$ cat src/rtl/tdc_pulse_gen.sv
`default_nettype none
// ============================================================================
//  Module   : tdc_pulse_gen
//  Purpose  : Timestamp-scheduled pad driver. A FIFO of {time, level} entries
//             is pushed by software. The head entry fires once the free-running
//             coarse time reaches its timestamp. Firing uses a wrap-aware
//             comparison and is gated by the output enable. A fire drives the
//             entry's level onto the registered pad output.
//  Ports    : wb_clk_i      - clock
//             rst_time_n_i  - asynchronous active-low reset
//             time_i        - coarse time (wraps, +0/+1 per cycle)
//             push_i        - append {push_time_i, push_level_i}
//             flush_i       - discard every pending entry
//             en_i          - output enable request (level)
//             clr_flags_i   - clear the late_o / ovf_o sticky flags
//             out_o, oen_o  - registered pad level / active-low enable
//             count_o       - pending entries, full_o = schedule full
//             late_o        - sticky: an entry fired after its timestamp
//             ovf_o         - sticky: a push was dropped because full
//  Revision : 1.0 - initial release
// ============================================================================
module tdc_pulse_gen #(
    parameter int TIME_W = 32,
    parameter int DEPTH  = 4
) (
    input  logic                     wb_clk_i,
    input  logic                     rst_time_n_i,
    input  logic [TIME_W-1:0]        time_i,
    input  logic                     push_i,
    input  logic [TIME_W-1:0]        push_time_i,
    input  logic                     push_level_i,
    input  logic                     flush_i,
    input  logic                     en_i,
    input  logic                     clr_flags_i,
    output logic                     out_o,
    output logic                     oen_o,
    output logic [$clog2(DEPTH):0]   count_o,
    output logic                     full_o,
    output logic                     late_o,
    output logic                     ovf_o
);

    localparam int                 c_PTR_W = $clog2(DEPTH);
    localparam int                 c_CNT_W = c_PTR_W + 1;
    localparam logic [c_CNT_W-1:0] c_DEPTH = c_CNT_W'(DEPTH);

    // Entry storage. It carries no reset: count_q == 0 marks every slot
    // invalid, so stale contents are never observed.
    logic [TIME_W-1:0]  time_q  [DEPTH];
    logic               level_q [DEPTH];

    logic [c_PTR_W-1:0] wptr_q,  wptr_d;
    logic [c_PTR_W-1:0] rptr_q,  rptr_d;
    logic [c_CNT_W-1:0] count_q, count_d;
    logic               out_q,   out_d;
    logic               oen_q;
    logic               late_q,  late_d;
    logic               ovf_q,   ovf_d;

    logic [TIME_W-1:0]  w_diff;
    logic               w_due;
    logic               w_full;
    logic               w_fire;
    logic               w_push_ok;
    logic               w_push_drop;

    // Modular difference: the head is due while time_i is at most half the
    // time range past the timestamp, which makes the compare wrap-safe.
    assign w_diff      = time_i - time_q[rptr_q];
    assign w_due       = ~w_diff[TIME_W-1];
    assign w_full      = (count_q == c_DEPTH);

    // All decisions use pre-edge state, so a fire in the same cycle never
    // frees a slot for a push into a full schedule.
    assign w_fire      = (count_q != '0) & w_due & en_i & ~flush_i;
    assign w_push_ok   = push_i & ~flush_i & ~w_full;
    assign w_push_drop = push_i & ~flush_i &  w_full;

    always_comb begin
        wptr_d  = wptr_q;
        rptr_d  = rptr_q;
        count_d = count_q;
        out_d   = out_q;

        if (flush_i) begin
            wptr_d  = '0;
            rptr_d  = '0;
            count_d = '0;
        end else begin
            if (w_push_ok) begin
                wptr_d = wptr_q + c_PTR_W'(1);
            end
            if (w_fire) begin
                rptr_d = rptr_q + c_PTR_W'(1);
                out_d  = level_q[rptr_q];
            end
            case ({w_push_ok, w_fire})
                2'b10:   count_d = count_q + c_CNT_W'(1);
                2'b01:   count_d = count_q - c_CNT_W'(1);
                default: count_d = count_q;
            endcase
        end

        // Set events take priority over the clear request.
        late_d = (w_fire & (w_diff != '0)) | (late_q & ~clr_flags_i);
        ovf_d  = w_push_drop               | (ovf_q  & ~clr_flags_i);
    end

    always_ff @(posedge wb_clk_i or negedge rst_time_n_i) begin
        if (!rst_time_n_i) begin
            wptr_q  <= '0;
            rptr_q  <= '0;
            count_q <= '0;
            out_q   <= 1'b0;
            oen_q   <= 1'b1;
            late_q  <= 1'b0;
            ovf_q   <= 1'b0;
        end else begin
            wptr_q  <= wptr_d;
            rptr_q  <= rptr_d;
            count_q <= count_d;
            out_q   <= out_d;
            oen_q   <= ~en_i;
            late_q  <= late_d;
            ovf_q   <= ovf_d;
        end
    end

    always_ff @(posedge wb_clk_i) begin
        if (w_push_ok) begin
            time_q[wptr_q]  <= push_time_i;
            level_q[wptr_q] <= push_level_i;
        end
    end

    assign out_o   = out_q;
    assign oen_o   = oen_q;
    assign count_o = count_q;
    assign full_o  = w_full;
    assign late_o  = late_q;
    assign ovf_o   = ovf_q;

endmodule
`default_nettype wire
$ cat config.mk
export PLATFORM = sky130hd
export DESIGN_NAME = tdc_pulse_gen
export DESIGN_NICKNAME = d
export VERILOG_FILES = /design/src/rtl/tdc_pulse_gen.sv
export SDC_FILE = /design/constraint.sdc
export NUM_CORES = 1
export LEC_CHECK = 0
export ABC_AREA = 1
export CAP_MARGIN = 20
export CORE_UTILIZATION = 51
export CTS_BUF_LIST = sky130_fd_sc_hd__clkbuf_16
export DETAILED_ROUTE_END_ITERATION = 16
export GPL_TIMING_DRIVEN = 0
export PLACE_DENSITY_LB_ADDON = 0.2
export SYNTH_ARGS = -nofsm -noshare
export SYNTH_HDL_FRONTEND = slang
export SYNTH_SLANG_ARGS = --single-unit
export TNS_END_PERCENT = 100
$ cat constraint.sdc
create_clock -name wb_clk_i -period 5.6 [get_ports wb_clk_i]
set_input_delay 1.12 -clock wb_clk_i [delete_from_list [all_inputs] [get_ports wb_clk_i]]
set_output_delay 1.12 -clock wb_clk_i [all_outputs]
set_load 0.03 [all_outputs]
==> metrics.md, run 1 <==
| Metric | Value |
|---|---|
| Post-synth ARST share | 0.0769 |
| Setup-failing EPs final | 0 |
| IO Pins | between 70 and 80 |
| Yosys reg bits | 143 |
| Yosys warns | 0 |
| Routed via count | approximately 6700 |
| Synth area leader | edfxtp_1 |
| CP cell instances | inv_2, clkbuf_1, clkbuf_1, nand2_1, a32o_1, ha_1, nand2_1, nand2_1, inv_1, nand2_1, nand2_1, nand2_1, a21oi_2, nand2_4, nand2_4, nand2_4, nand3_2, inv_1, fa_1, xnor2_1, nand4_1, nand2_1, nand3_1, o21ai_1 |
| Post-Syn Area | slightly above 0.008 mm2 |
| Core Box Area | about 0.016 mm2 |
| Final wirelength | between 20000 and 25000 um |
| Detailed Routing Iterations Pass 1 | 5 |
| Worst Setup Path Type | reg2reg |
| CTS H-tree depth | 4 |
| Fraction of layout cells with a size suffix above 1 | 0.0803 |
| Worst setup path start | rptr_q[0] |
| Period Utilization, post-route | 0.789 |
| Worst Path Required | 5.94 ns |
| Clk_skew | 0.00683 ns |
| Syn Area/Cell | ~8.6 um2 |
| Final Hold Violating Endpoints | 0 |
| Worst setup endpoint | count_o[2] |
| Vias/cell | about 5.2 |
| TritonCTS clock tree | done |
| Worst Reg-to-Reg Cells | 24 |
| Netlist cell types | 37 |
| GRT Util Overall | 0.254 |
| Setup_tns | 0 ns |
| Top-count cell post-synth | nand2_1 |
| Worst path arrival time | 4.76 ns |
| Slowest-stage cell, CP | clkbuf_1 |
| Clk sink count | ~140 |
| Peak VDD IR | 297 uV |
| Worst reg2reg path startpoint | rptr_q[0] |
| CP Max Fanout | 10 |
| Layout area overhead | 20.8% |
| WHS | 0.485 ns |
| Slew Limit Fails | 0 |
| Vert. Die Dim | 130 um |
| Fin cells | 1299 |
| RSZ-0062 raised after global routing | no |
| Clk_lat worst skew | 0.42 ns |
| Max-Cap Viols | 0 |
| Initial antenna violation count | 0 |
| Remaining global-route overflow | 0 |
| Max Freq | 0.226 GHz |
| Slew margin rel. | 0.594 |
| Iteration-0 DRC Markers | 617 |
| Startpoint Class | register |
| Vias in the first global route | 6457 |
| Tightest Hold Check Type | reg2reg |
| Mapped Nets | 1078 |
| Seq/Total Area, Yosys | 0.510 |
| Cells after Synth | between 900 and 1000 |
| Initial core utilization | 0.523 |
| PwrDens | 415 mW/mm2 |
| First-pass GRT wire length | 31600 um |
| Synth area leaders | edfxtp_1, nand2_1, inv_1, ha_1, a32o_1 |
| DRC errors left | 0 |
| R2r setup slk | between 1 and 1.5 ns |
| CP endpoint kind | register |
| Final min period | 4.42 ns |
| Largest net degree at the start of global routing | 25 |
| Final Wtd Congestion | ~0.91 |
| FP Rows | between 40 and 50 |
| Cts hold-fix bufs | 0 |
| CTS max path bufs | 2 |
| Clk slew on worst S/H paths | 0.06 ns |
| Pleak | 0.00452 uW |
| Setup bufs post-CTS | 0 |
| Worst-Margin Slew | slightly above 0.6 ns |
| Total CTS buffers | 17 |
| Max stage delay on crit path | roughly 0.46 ns |
| Ant diodes | 0 |
| Main flop type after synthesis | edfxtp_1 |
| Clock Tree Root | clkbuf_16 |
| Overall power | about 4200 uW |
| Port Buffers | 78 |
| Outcome | finished, final reports clean |
| Yosys top cell area share | 0.477 |
| Cell mode on critical path | nand2_1 |
| CTS resizes | 0 |
| Die area | ~0.017 mm2 |
| Post-DP HPWL | 15000 um |
| Post-synth EDFFs | ~130 |
| Antenna Violating Nets Remaining | 0 |
| Reg2reg end | count_o[2] |
| Die X | approximately 130 um |
| Final net count | approximately 1200 |
| Cells after DPL | 1268 |
| DR WL/cell | 15.5 um |
| Most frequent cells after synthesis | nand2_1, inv_1, edfxtp_1 |
layout by cell type (no fill, tap or decap), types with 13 or more instances in the layout:
master,instances
nand2_2,13
nand2_1,351
a32o_1,31
a21oi_1,47
ha_1,35
edfxtp_1,132
clkbuf_16,17
clkbuf_1,19
nor2_1,58
inv_1,145
nand3_1,43
clkdlybuf4s50_1,78
layout make-up:
type / count / area (um2)
tap: 216 / 270
fill: 1375 / 5840
clock inverter: 14 / 143
sequential: 143 / 4240
inverter: 159 / 599
clock buffer: 17 / 425
timing repair buffer: 82 / 861
buffer: 21 / 78.8
multi-input combinational: 647 / 3420
state kept, by name, indices dropped and copies added, names as in the netlist:
register  count
count_o       3
level_q       4
rptr_q        2
time_q      128
ovf_o         1
late_o        1
out_o         1
oen_o         1
wptr_q        2
cells by family (layout without fill, tap and decap cells):
group | count (synthesis) | in the layout | synth area share
AND/OR/NAND/NOR | 509 | 509 | 0.263
buffers and inverters | 180 | 293 | 0.0816
XOR/XNOR | 11 | 11 | 0.0138
adder cells (fa/ha/maj) | 37 | 37 | 0.0575
flip-flops | 143 | 143 | 0.510
AO/OA/AOI/OAI | 90 | 90 | 0.0742
power by group:
| part | internal, uW | switching, uW | leakage (uW) | total [uW] |
|---|---|---|---|---|
| logic | 627 | 1180 | 0.00291 | 1800 |
| registers | 1250 | 33.7 | 0.00134 | 1290 |
| clock network | 651 | 427 | 0.000265 | 1080 |
worst max-delay path, delay by kind of cell (launching register included):
kind | cells | cell delay [ns]
AND/OR/NAND/NOR | 13 | 1.19
buffers and inverters | 5 | 1.09
adder cells (fa/ha/maj) | 2 | 0.77
AO/OA/AOI/OAI | 3 | 0.66
flip-flops | 1 | 0.42
XOR/XNOR | 1 | 0.21
metrics by stage:
stage | setup WS (ns) | instance area, um2 | util
after floorplan | 2.13 | 8310 | -
after global placement | 0.505 | 9360 | 0.589
after global routing | 0.755 | 10000 | 0.632
final | 1.18 | 10000 | 0.632
after detailed placement | 1.25 | 9470 | 0.596
after CTS | 1.20 | 10000 | 0.632
per-layer routing:
layer / GRT usage / up-vias / part of all wire / routed length [um]
met2: 0.426 / 210 / 0.48 / 9730
met5: 0 / - / 0 / 0
met1: 0.333 / 3105 / 0.45 / 9020
li1: - / 3366 / - / -
met3: 0.0450 / 26 / 0.051 / 1020
met4: 0.0889 / 0 / 0.015 / 302
worst min path at each step:
stage / from / to / slack (ns) / cells past startpoint
after detailed placement: late_o / late_o / 0.48 / 2
after CTS: late_o / late_o / 0.49 / 2
after floorplan: wptr_q[0] / wptr_q[0] / 0.51 / 1
after global placement: late_o / late_o / 0.47 / 2
after global routing: late_o / late_o / 0.51 / 2
final: late_o / late_o / 0.48 / 2
Power figures use the tool's default switching activity.
==> run 2: changes to the inputs <==
Clock period 5.6 ns to 4.5 ns, I/O delays scaled along.
==> metrics.md, run 2 (synthesis gave the netlist of run 1 again) <==
| Metric | Value |
|---|---|
| Outcome | finished, final reports clean |
| Final min period | 4.03 ns (-0.395 ns) |
| Pleak | 0.00456 uW (+0.96%) |
| Clk_skew | 0.00472 ns (-0.00210 ns) |
| RSZ-0062 raised after global routing | no |
| Hold wc startpoint | late_o |
| CP endpoint kind | register |
| Worst Reg-to-Reg Cells | 25 (+4.2%) |
| FP Rows | 46 (unchanged) |
| Slew Limit Fails | 0 (unchanged) |
| DRC errors left | 0 (unchanged) |
| Clk slew on worst S/H paths | 0.06 ns (about the same) |
| Vias in the first global route | 6457 (unchanged) |
| Core Box Area | 0.0159 mm2 (unchanged) |
| Largest net degree at the start of global routing | 25 (unchanged) |
| Tightest Hold Check Type | reg2reg |
| Final WS setup | 0.475 ns (-0.705 ns) |
| Worst reg2reg path startpoint | rptr_q[0] |
| Detailed Routing Iterations Pass 1 | 5 (unchanged) |
| Setup-failing EPs final | 0 (unchanged) |
| Ant diodes | 0 (unchanged) |
| Iteration-0 DRC Markers | 652 (+5.7%) |
| Most common cell after layout, fill and taps aside | nand2_1 |
| Worst path arrival time | 4.37 ns (-0.39 ns) |
| First-pass GRT wire length | 31600 um (unchanged) |
| Final Hold Violating Endpoints | 0 (unchanged) |
| Final Wtd Congestion | 0.906 (unchanged) |
| WHS Endpoint | late_o |
| Period Utilization, post-route | 0.895 (+0.105) |
| Max reg flops | 128 (unchanged) |
| Vert. Die Dim | 130 um (unchanged) |
| Commonest non-fill, non-tap cells in the layout | nand2_1, inv_1, edfxtp_1 |
| Setup_tns | 0 ns (unchanged) |
| IO Pins | 79 (unchanged) |
| Clock Tree Root | clkbuf_16 |
| Layout area overhead | 21.0% |
| DP Worst Slack | 0.146 ns (-1.10 ns) |
| Initial core utilization | 0.523 (unchanged) |
| CTS max path bufs | 2 (unchanged) |
| Largest Register | time_q |
| TritonCTS clock tree | done |
| Final net count | 1178 (-0.085%) |
| Post-DP HPWL | 15000 um (unchanged) |
| Final wirelength | 20000 um (-0.46%) |
| DR WL/cell | 15.4 um (-0.39%) |
| Clk_lat worst skew | 0.42 ns (about the same) |
| GRT Util Overall | 0.254 (unchanged) |
| PwrDens | 516 mW/mm2 (+24%) |
| Port Buffers | 78 (unchanged) |
| Peak VDD IR | 377 uV (+27%) |
| Total CTS buffers | 17 (unchanged) |
| Startpoint Class | register |
| Max-Cap Viols | 0 (unchanged) |
| Die X | 130 um (unchanged) |
| Antenna Violating Nets Remaining | 0 (unchanged) |
| Max Freq | 0.248 GHz (+9.8%) |
| Hold Path Depth | 2 (unchanged) |
| CTS H-tree depth | 4 (unchanged) |
| Worst Path Required | 4.84 ns (-1.10 ns) |
| Remaining global-route overflow | 0 (unchanged) |
| Reg2reg end | count_o[2] |
| Fill count | 1375 (unchanged) |
| Fraction of layout cells with a size suffix above 1 | 0.0952 (+0.0149) |
| Setup bufs post-CTS | 0 (unchanged) |
| R2r setup slk | 0.47 ns (-0.71 ns) |
| Die area | 0.0168 mm2 (unchanged) |
| Worst Setup Path Type | reg2reg |
| Initial antenna violation count | 0 (unchanged) |
| Slew margin rel. | 0.589 (-0.00409) |
| Clk sink count | 143 (unchanged) |
| CP Max Fanout | 10 (unchanged) |
| Worst-Margin Slew | 0.616 ns (+0.00613 ns) |
| Vias/cell | 5.18 (+0.33%) |
| Routed via count | 6724 (+0.25%) |
-- run 2: metrics by stage --
stage / instance area [um2] / std cells / utilization / power [uW] / hold WS, ns
6_report: 10100 / 1298 / 0.633 / 5190 / 0.485
2_1_floorplan: 8310 / 970 / - / 3210 / 0.513
3_3_place_gp: 9360 / 1264 / 0.589 / 3790 / 0.473
5_1_grt: 10100 / 1298 / 0.633 / 5530 / 0.509
4_1_cts: 10000 / 1299 / 0.632 / 5180 / 0.492
3_5_place_dp: 9470 / 1268 / 0.596 / 3850 / 0.478
-- run 2: per-layer routing --
layer  share of wire  track usage
met2            0.48        0.426
met5               0            0
met3           0.053       0.0450
met4           0.017       0.0889
met1            0.45        0.333
-- run 2: cell type report --
| type | count | area, um2 | share of cell area |
|---|---|---|---|
| tap | 216 | 270 | 0.0269 |
| multi-input combinational | 647 | 3420 | 0.340 |
| clock inverter | 14 | 143 | 0.0142 |
| sequential | 143 | 4240 | 0.422 |
| inverter | 159 | 599 | 0.0596 |
| buffer | 20 | 95.1 | 0.00946 |
| clock buffer | 17 | 425 | 0.0423 |
| timing repair buffer | 82 | 861 | 0.0856 |
-- run 2: how the worst max path moves through the flow --
stage | from | end | slack, ns | cells after the start
floorplan | rptr_q[0] | count_o[2] | 1.03 | 22
global placement | flush_i | time_q[0][6] | -0.38 | 6
detailed placement | rptr_q[0] | count_o[2] | 0.15 | 24
CTS | rptr_q[0] | count_o[2] | 0.10 | 24
global route | rptr_q[0] | count_o[2] | 0.12 | 25
finish | rptr_q[0] | count_o[2] | 0.47 | 25
-- run 2: timing repair --
item                       4_1_cts  5_1_grt
resized for setup                0       30
setup endpoints to repair        0        1
hold buffers                     0        0
-- run 2: report_power, final --
group	switching, uW	total (uW)	internal (uW)
registers	41.9	1600	1560
clock network	530	1340	810
logic	1460	2250	786
total	2040	5190	3150
-- run 2: worst max-delay path: stages, from the launching register on --
cell      delay, ns
dfrtp_1        0.40
clkbuf_2       0.28
clkbuf_1       0.45
nand2_1        0.10
a32o_1         0.33
ha_1           0.37
nand2_2        0.12
inv_1          0.04
nand2_1        0.05
nand2_1        0.07
nand2_1        0.07
nand2_1        0.08
inv_2          0.09
nand2_4        0.06
nand2_4        0.08
nand2_4        0.06
nand2_4        0.06
nand2_4        0.07
nand3_2        0.10
inv_1          0.06
fa_1           0.38
xnor2_1        0.21
nand4_1        0.13
nand2_1        0.11
nand3_1        0.07
o21ai_1        0.09
==> run 3: changes to the inputs <==
Settings changed: PLACE_DENSITY set to 0.82, PLACE_DENSITY_LB_ADDON 0.2 to not set.
==> metrics.md, run 3 (synthesis gave the netlist of run 1 again) <==
| Metric | Value |
|---|---|
| Total CTS buffers | 17 (unchanged) |
| Reg2reg end | count_o[2] |
| Final net count | 1178 (unchanged) |
| Max reg flops | 128 (unchanged) |
| Port Buffers | 78 (unchanged) |
| CTS H-tree depth | 4 (unchanged) |
| DR WL/cell | 16.0 um (+3.7%) |
| Worst Path Required | 4.84 ns (about the same) |
| Detailed Routing Iterations Pass 1 | 6 (+1) |
| Vias/cell | 5.31 (+2.5%) |
| Antenna Violating Nets Remaining | 0 (unchanged) |
| Clk sink count | 143 (unchanged) |
| DP Worst Slack | 0.132 ns (-0.0140 ns) |
| Clk slew on worst S/H paths | 0.06 ns (about the same) |
| RSZ-0062 raised after global routing | no |
| PwrDens | 512 mW/mm2 (-0.78%) |
| Slowest-stage cell, CP | clkbuf_1 |
| Slew Limit Fails | 0 (unchanged) |
| Clk_skew | 0.00958 ns (+0.00486 ns) |
| Fraction of layout cells with a size suffix above 1 | 0.0877 (-0.00747) |
| Post-DP HPWL | 15500 um (+3.3%) |
| Worst setup endpoint | count_o[2] |
| Die area | 0.0168 mm2 (unchanged) |
| Initial core utilization | 0.523 (unchanged) |
| Final Hold Violating Endpoints | 0 (unchanged) |
| Layout area overhead | 20.8% |
| GRT Util Overall | 0.262 (+0.00807) |
| FP Rows | 46 (unchanged) |
| Worst Reg-to-Reg Cells | 25 (unchanged) |
| Worst-Margin Slew | 0.617 ns (+0.00111 ns) |
| Vert. Die Dim | 130 um (unchanged) |
| Clk_lat worst skew | 0.41 ns (about the same) |
| Initial antenna violation count | 0 (unchanged) |
| Worst reg2reg path startpoint | rptr_q[0] |
| Final WS setup | 0.310 ns (-0.165 ns) |
| Outcome | finished, final reports clean |
| Slew margin rel. | 0.588 (-0.00172) |
| Overall power | 5140 uW (-0.95%) |
| Max Freq | 0.239 GHz (-3.9%) |
| Max stage delay on crit path | 0.50 ns (+0.05 ns) |
| Tightest Hold Check Type | reg2reg |
| CTS max path bufs | 2 (unchanged) |
| IO Pins | 79 (unchanged) |
| Worst setup path start | rptr_q[0] |
| Pleak | 0.00458 uW (+0.39%) |
| Routed via count | 6897 (+2.6%) |
| TritonCTS clock tree | done |
| R2r setup slk | 0.31 ns (-0.16 ns) |
| First-pass GRT wire length | 32800 um (+4.0%) |
| Worst path arrival time | 4.53 ns (+0.16 ns) |
| Max-Cap Viols | 0 (unchanged) |
| CP Max Fanout | 10 (unchanged) |
| Setup-failing EPs final | 0 (unchanged) |
| CP endpoint kind | register |
| Commonest non-fill, non-tap cells in the layout | nand2_1, inv_1, edfxtp_1 |
| DRC errors left | 0 (unchanged) |
| Setup bufs post-CTS | 0 (unchanged) |
| Most common cell after layout, fill and taps aside | nand2_1 |
| Final Wtd Congestion | 0.931 (+2.7%) |
| Worst Setup Path Type | reg2reg |
| Ant diodes | 0 (unchanged) |
| Largest Register | time_q |
| Peak VDD IR | 301 uV (-20%) |
| Core Box Area | 0.0159 mm2 (unchanged) |
| Iteration-0 DRC Markers | 658 (+0.92%) |
| Die X | 130 um (unchanged) |
| Final wirelength | 20700 um (+3.7%) |
| Vias in the first global route | 6639 (+2.8%) |
| Clock Tree Root | clkbuf_16 |
| Final min period | 4.19 ns (+0.165 ns) |
| Startpoint Class | register |
| Largest net degree at the start of global routing | 28 (+12%) |
| Period Utilization, post-route | 0.931 (+0.0366) |
| Remaining global-route overflow | 0 (unchanged) |
run 3: critical path, delay by kind of cell, from the launching register on:
family | cells | cell delay, ns
AND/OR/NAND/NOR | 14 | 1.16
XOR/XNOR | 1 | 0.25
buffers and inverters | 5 | 0.98
flip-flops | 1 | 0.41
AO/OA/AOI/OAI | 3 | 0.55
adder cells (fa/ha/maj) | 2 | 0.74
run 3: cell type report:
cell class	count	area, um2
repair buffers	82	868
multi-input cells	647	3420
fillers	1287	5850
inverters	159	599
clock inverters	15	119
well taps	216	270
flip-flops and latches	143	4240
plain buffers	20	93.8
clock buffers	17	425
run 3: stage by stage:
stage	utilization	std cells	instance area, um2	TNS [ns]	hold slack [ns]
floorplan	-	970	8310	0	0.513
global placement	0.589	1264	9360	-34.43	0.475
detailed placement	0.597	1268	9480	0	0.479
CTS	0.631	1300	10000	0	0.493
global route	0.632	1299	10000	0	0.500
finish	0.632	1299	10000	0	0.484
run 3: power breakdown:
part / internal (uW) / leakage (uW) / switching [uW] / total (uW)
sequential: 1560 / 0.00134 / 46.2 / 1600
clock: 793 / 0.000283 / 495 / 1290
combinational: 788 / 0.00295 / 1460 / 2250
run 3: worst min-delay path by stage:
stage | to | cells after the start | from
6_report | late_o | 2 | late_o
5_1_grt | late_o | 2 | late_o
4_1_cts | late_o | 2 | late_o
3_5_place_dp | late_o | 2 | late_o
3_3_place_gp | late_o | 2 | late_o
2_1_floorplan | wptr_q[0] | 1 | wptr_q[0]
run 3: metal layers:
layer	up-vias	part of all wire	routed length, um	track usage
li1	3364	-	-	-
met1	3210	0.41	8570	0.335
met2	284	0.49	10200	0.444
met3	39	0.067	1390	0.0405
met4	0	0.028	584	0.115
met5	-	0	0	0
run 3: repair_timing:
item / 4_1_cts / 5_1_grt
setup endpoints to repair: 0 / 1
endpoints found under the hold margin: 0 / 0
hold buffers: 0 / 0
gates resized for setup: 0 / 28
==> RTL change 1 (config.mk and constraints of run 3) <==
Change the parameter `DEPTH` from 4 to 8.
--- a/src/rtl/tdc_pulse_gen.sv
+++ b/src/rtl/tdc_pulse_gen.sv
@@ -21,7 +21,7 @@
 // ============================================================================
 module tdc_pulse_gen #(
     parameter int TIME_W = 32,
-    parameter int DEPTH  = 4
+    parameter int DEPTH  = 8
 ) (
     input  logic                     wb_clk_i,
     input  logic                     rst_time_n_i,
Interface: changed (resized count_o); port bits go from 79 to 80. No check against the original RTL was run, so the function may have changed too.
==> RTL change 1 against run 3 <==
  * Setup slack worse by 0.025 ns
  * Clock skew up 0.0011 ns
  * Synthesized cell count up 42%
  * Largest power group is now registers
  * Routed wire length up 71%
  * Area after synthesis up 62%
  * Total power up 50%
  * Final area up 61%
  * Sequential cell count up 135
==> RTL change 1: results (changes against run 3) <==
| Metric | Value |
|---|---|
| Status | finished clean |
| Hold_sp | ovf_o |
| Sequential area share after synthesis | 0.615 (+0.104) |
| Initial DRC count | 1328 (+100%) |
| Worst slew margin | 0.477 (-0.111) |
| Clock latency on the worst-skew pair | 0.53 ns (+0.12 ns) |
| Hold slack | 0.499 ns (+0.0155 ns) |
| Leading post-synthesis cells by cell area | edfxtp_1 59%, nand2_1 8.4%, o21ai_0 6.1% |
| Vias in the first global route | 10200 (+53%) |
| Syn Nets | 1488 (+38%) |
| Die W | 165 um (+27%) |
| Estimated wirelength of the detail-placed design | 24.8 mm (+61%) |
| Crit path DAT | 4.66 ns (+0.13 ns) |
| Worst setup margin | 0.285 ns (-0.0249 ns) |
| Max reg flops | 256 (+100%) |
| Max stage delay on crit path | 0.45 ns (-0.05 ns) |
| Post-synth EDFFs | 264 (+100%) |
| Worst Hold End | ovf_o |
| R2R Path End | count_o[3] |
| Port buffer count | 79 (+1.3%) |
| Top post-synthesis cells by count | 302 x nand2_1, 264 x edfxtp_1, 206 x nor2_1, 164 x o21ai_0, 151 x inv_1 |
| Drt via density | 5.64 (+6.3%) |
| Largest net degree at the start of global routing | 27 (-3.6%) |
| Max Root-Sink Buffers | 3 (+1) |
| Static Leak | 6.49 nW (+42%) |
| Synth cell types | 36 (-2.7%) |
| Share of cells above drive strength 1 | 0.119 (+0.0309) |
| R2r worst-path depth | 26 (+4.0%) |
| Cell Area, Placed | 14900 um^2 (+58%) |
==> RTL change 1: cells by family after synthesis <==
family	after synthesis	share of synthesized area
simple gates	584	0.175
buf+inv	214	0.0600
xor+xnor	10	0.00650
flops	278	0.615
fa+ha+maj	37	0.0355
compound gates	257	0.108
==> RTL change 1: layout make-up <==
cell class              instances  area [um^2]  area share
clock inverters                20          133     0.00821
multi-input cells             888         4580       0.283
well taps                     335          419      0.0259
inverters                     165          623      0.0386
plain buffers                  49          343      0.0212
flip-flops and latches        278         8280       0.513
clock buffers                  25          626      0.0387
repair buffers                109         1150      0.0714
==> RTL change 1: worst max-delay path by stage <==
stage                    from       endpoint  slack [ns]  depth (start not counted)
finish              rptr_q[1]     count_o[3]        0.28                         26
detailed placement  rptr_q[0]     count_o[3]       -0.55                         28
global route        rptr_q[0]     count_o[3]      -0.009                         30
CTS                 rptr_q[1]     count_o[3]       0.009                         25
global placement      flush_i  time_q[7][12]       -0.56                          6
floorplan           rptr_q[0]     count_o[3]        0.65                         28
==> RTL change 1: worst max-delay path: cells and delay by family (launching register included) <==
kind                       cells  cell delay, ns
buffers and inverters          6            0.82
adders and majority gates      2            0.63
DFF                            1            0.45
and+or+nand+nor               12            1.28
xor gates and xnor gates       1            0.15
AOI/OAI and AO/OA              5            0.81
==> RTL change 1: per-stage QoR <==
step,total power (W),cells,setup TNS (ns)
2_1_floorplan,0.00465,1380,0
4_1_cts,0.00745,1853,0
3_3_place_gp,0.00535,1794,-128.92
6_report,0.00769,1869,0
3_5_place_dp,0.00543,1802,-0.908
5_1_grt,0.00806,1869,-0.00889
==> RTL change 1: power by group <==
part,internal [W],leakage (nW),switching [W]
sequential,0.00292,2.57,0.0000497
combinational,0.000971,3.54,0.00177
clock,0.00107,0.376,0.000903
==> RTL change 1: timing repair <==
action,4_1_cts,5_1_grt
endpoints found under the setup margin,3,3
setup buffers,6,16
pin swaps,6,24
hold buffers,0,0
gates resized for setup,53,112
==> RTL change 1: routing by layer <==
metal  up-vias  GRT usage  routed length [um]
met5         -          0                  17
met4         2     0.0976                1110
met3        95     0.0422                3110
met2       583      0.442               17300
met1      4897      0.331               13900
li1       4968          -                   -
==> RTL change 2 (config.mk and constraints of run 3) <==
Made on the original files. Register the output `count_o` once more, without a reset; this adds one clock of latency there. The other outputs are not delayed to match.
--- a/src/rtl/tdc_pulse_gen.sv
+++ b/src/rtl/tdc_pulse_gen.sv
@@ -135,7 +135,9 @@
 
     assign out_o   = out_q;
     assign oen_o   = oen_q;
-    assign count_o = count_q;
+    always_ff @(posedge wb_clk_i) begin
+        count_o <= count_q;
+    end
     assign full_o  = w_full;
     assign late_o  = late_q;
     assign ovf_o   = ovf_q;
Behaviour: not the same (a bounded check fails within 4 cycles, from zero or initial values and one cycle with rst_time_n_i low).
==> RTL change 2 against run 3 <==
  * Synthesized cell count grew 0.41%
  * Area after synthesis is 0.57% higher
  * Routed wire length is 1.8% higher
  * Utilization up 0.37 points
  * Final area up 0.95%
  * Sequential cell count increased by 3
  * Largest cell class unchanged
  * Setup slack gained 0.019 ns
  * Global-route usage up 0.49 points
  * Die area rose by 0.56%
  * Highest routed layer unchanged
Power is not compared: it rests on default switching activity, and its combinational part moved more than twofold at a synthesized area within 25%.
==> RTL change 2: results (changes against run 3) <==
| Metric | Value |
|---|---|
| Post-synth ARST share | 0.0753 (-0.00158) |
| Leading post-synthesis cells by cell area | edfxtp_1 47%, nand2_1 16%, inv_1 6.5% |
| Estimated wirelength of the detail-placed design | 15.1 mm (-2.1%) |
| R2R Path End | count_q[2] |
| Status | finished clean |
| CP top delay family | simple AND/OR/NAND/NOR gates |
| Largest net degree at the start of global routing | 27 (-3.6%) |
| Routed WL | 21.1 mm (+1.8%) |
| Dpl ws | 0.0253 ns (-0.107 ns) |
| Final GP Congestion | 0.913 (-1.9%) |
| Nets@finish | 1182 (+0.34%) |
| Vias in the first global route | 6672 (+0.50%) |
| Post_cts resized | 2 (+2) |
| Worst slew margin | 0.546 (-0.0419) |
| Initial DRC count | 731 (+11%) |
| Syn Nets | 1082 (+0.37%) |
| Top post-synthesis cells by count | 362 x nand2_1, 145 x inv_1, 132 x edfxtp_1, 58 x nor2_1, 48 x a21oi_1 |
| Max stage delay on crit path | 0.43 ns (-0.07 ns) |
| Clock skew | 0.00762 ns (-0.00197 ns) |
| Global-route wire length before repair | 33.5 mm (+2.1%) |
| Sequential area share after synthesis | 0.514 (+0.00428) |
| Via count | 6877 (-0.29%) |
| Share of cells above drive strength 1 | 0.0911 (+0.00336) |
| Worst R2R Start | rptr_q[1] |
| R2r worst-path depth | 27 (+8.0%) |
| TritonRoute pass-1 iters | 5 (-1) |
| GRT Overall Usage | 0.267 (+0.00494) |
| Filler cells | 1264 (-1.8%) |
| Peak Freq | 240 MHz (+0.45%) |
-- RTL change 2: how the worst min path moves through the flow --
stage / start / to / slack, ns / cells past startpoint
final: count_q[2] / count_o[2] / 0.44 / 0
after global routing: count_q[2] / count_o[2] / 0.46 / 0
after CTS: count_q[2] / count_o[2] / 0.45 / 0
after detailed placement: count_q[2] / count_o[2] / 0.44 / 0
after global placement: count_q[2] / count_o[2] / 0.43 / 0
after floorplan: count_q[2] / count_o[2] / 0.41 / 0
-- RTL change 2: stage by stage --
step                instances  instance area (um^2)  hold WS [ns]  TNS, ns
detailed placement       1272                  9530         0.436        0
floorplan                 974                  8360         0.406        0
finish                   1303                 10100         0.444        0
global placement         1268                  9410         0.428   -47.93
global route             1303                 10100         0.462        0
CTS                      1304                 10100         0.450        0
-- RTL change 2: cell families (layout without fill, tap and decap cells) --
family,after synthesis,in the layout,share of synthesized area
fa+ha+maj,37,37,0.0572
compound gates,90,90,0.0751
flops,146,146,0.514
buf+inv,179,292,0.0810
xor+xnor,11,11,0.0115
simple gates,511,511,0.261
-- RTL change 2: cell type report --
| cell class | instances | area (um^2) | area share |
|---|---|---|---|
| plain buffers | 20 | 93.8 | 0.00926 |
| clock buffers | 17 | 425 | 0.0420 |
| clock inverters | 15 | 166 | 0.0164 |
| inverters | 158 | 598 | 0.0590 |
| multi-input cells | 649 | 3410 | 0.337 |
| flip-flops and latches | 146 | 4300 | 0.424 |
| well taps | 216 | 270 | 0.0267 |
| repair buffers | 82 | 868 | 0.0857 |
-- RTL change 2: per-layer routing --
metal  track usage  share of wire  up-vias
li1              -              -     3374
met1         0.329           0.40     3172
met2         0.462           0.50      295
met3        0.0500          0.068       36
met4         0.109          0.025        0
met5             0              0        -
-- RTL change 2: worst reg2reg max path, delay by kind of cell, from the launching register on --
kind,cells,cell delay (ns)
and+or+nand+nor,14,1.17
buffers and inverters,8,1.06
AOI/OAI and AO/OA,2,0.60
xor gates and xnor gates,1,0.16
adders and majority gates,2,0.66
DFF,1,0.41
-- RTL change 2: power by group through the flow --
stage / registers, W / clock network [W] / logic [W]
after floorplan: 0.00159 / 0 / 0.000573
after global placement: 0.00158 / 0 / 0.000831
after detailed placement: 0.00158 / 0 / 0.000862
after CTS: 0.00155 / 0.00141 / 0.000872
after global routing: 0.00155 / 0.00147 / 0.000985
final: 0.00155 / 0.00141 / 0.000882
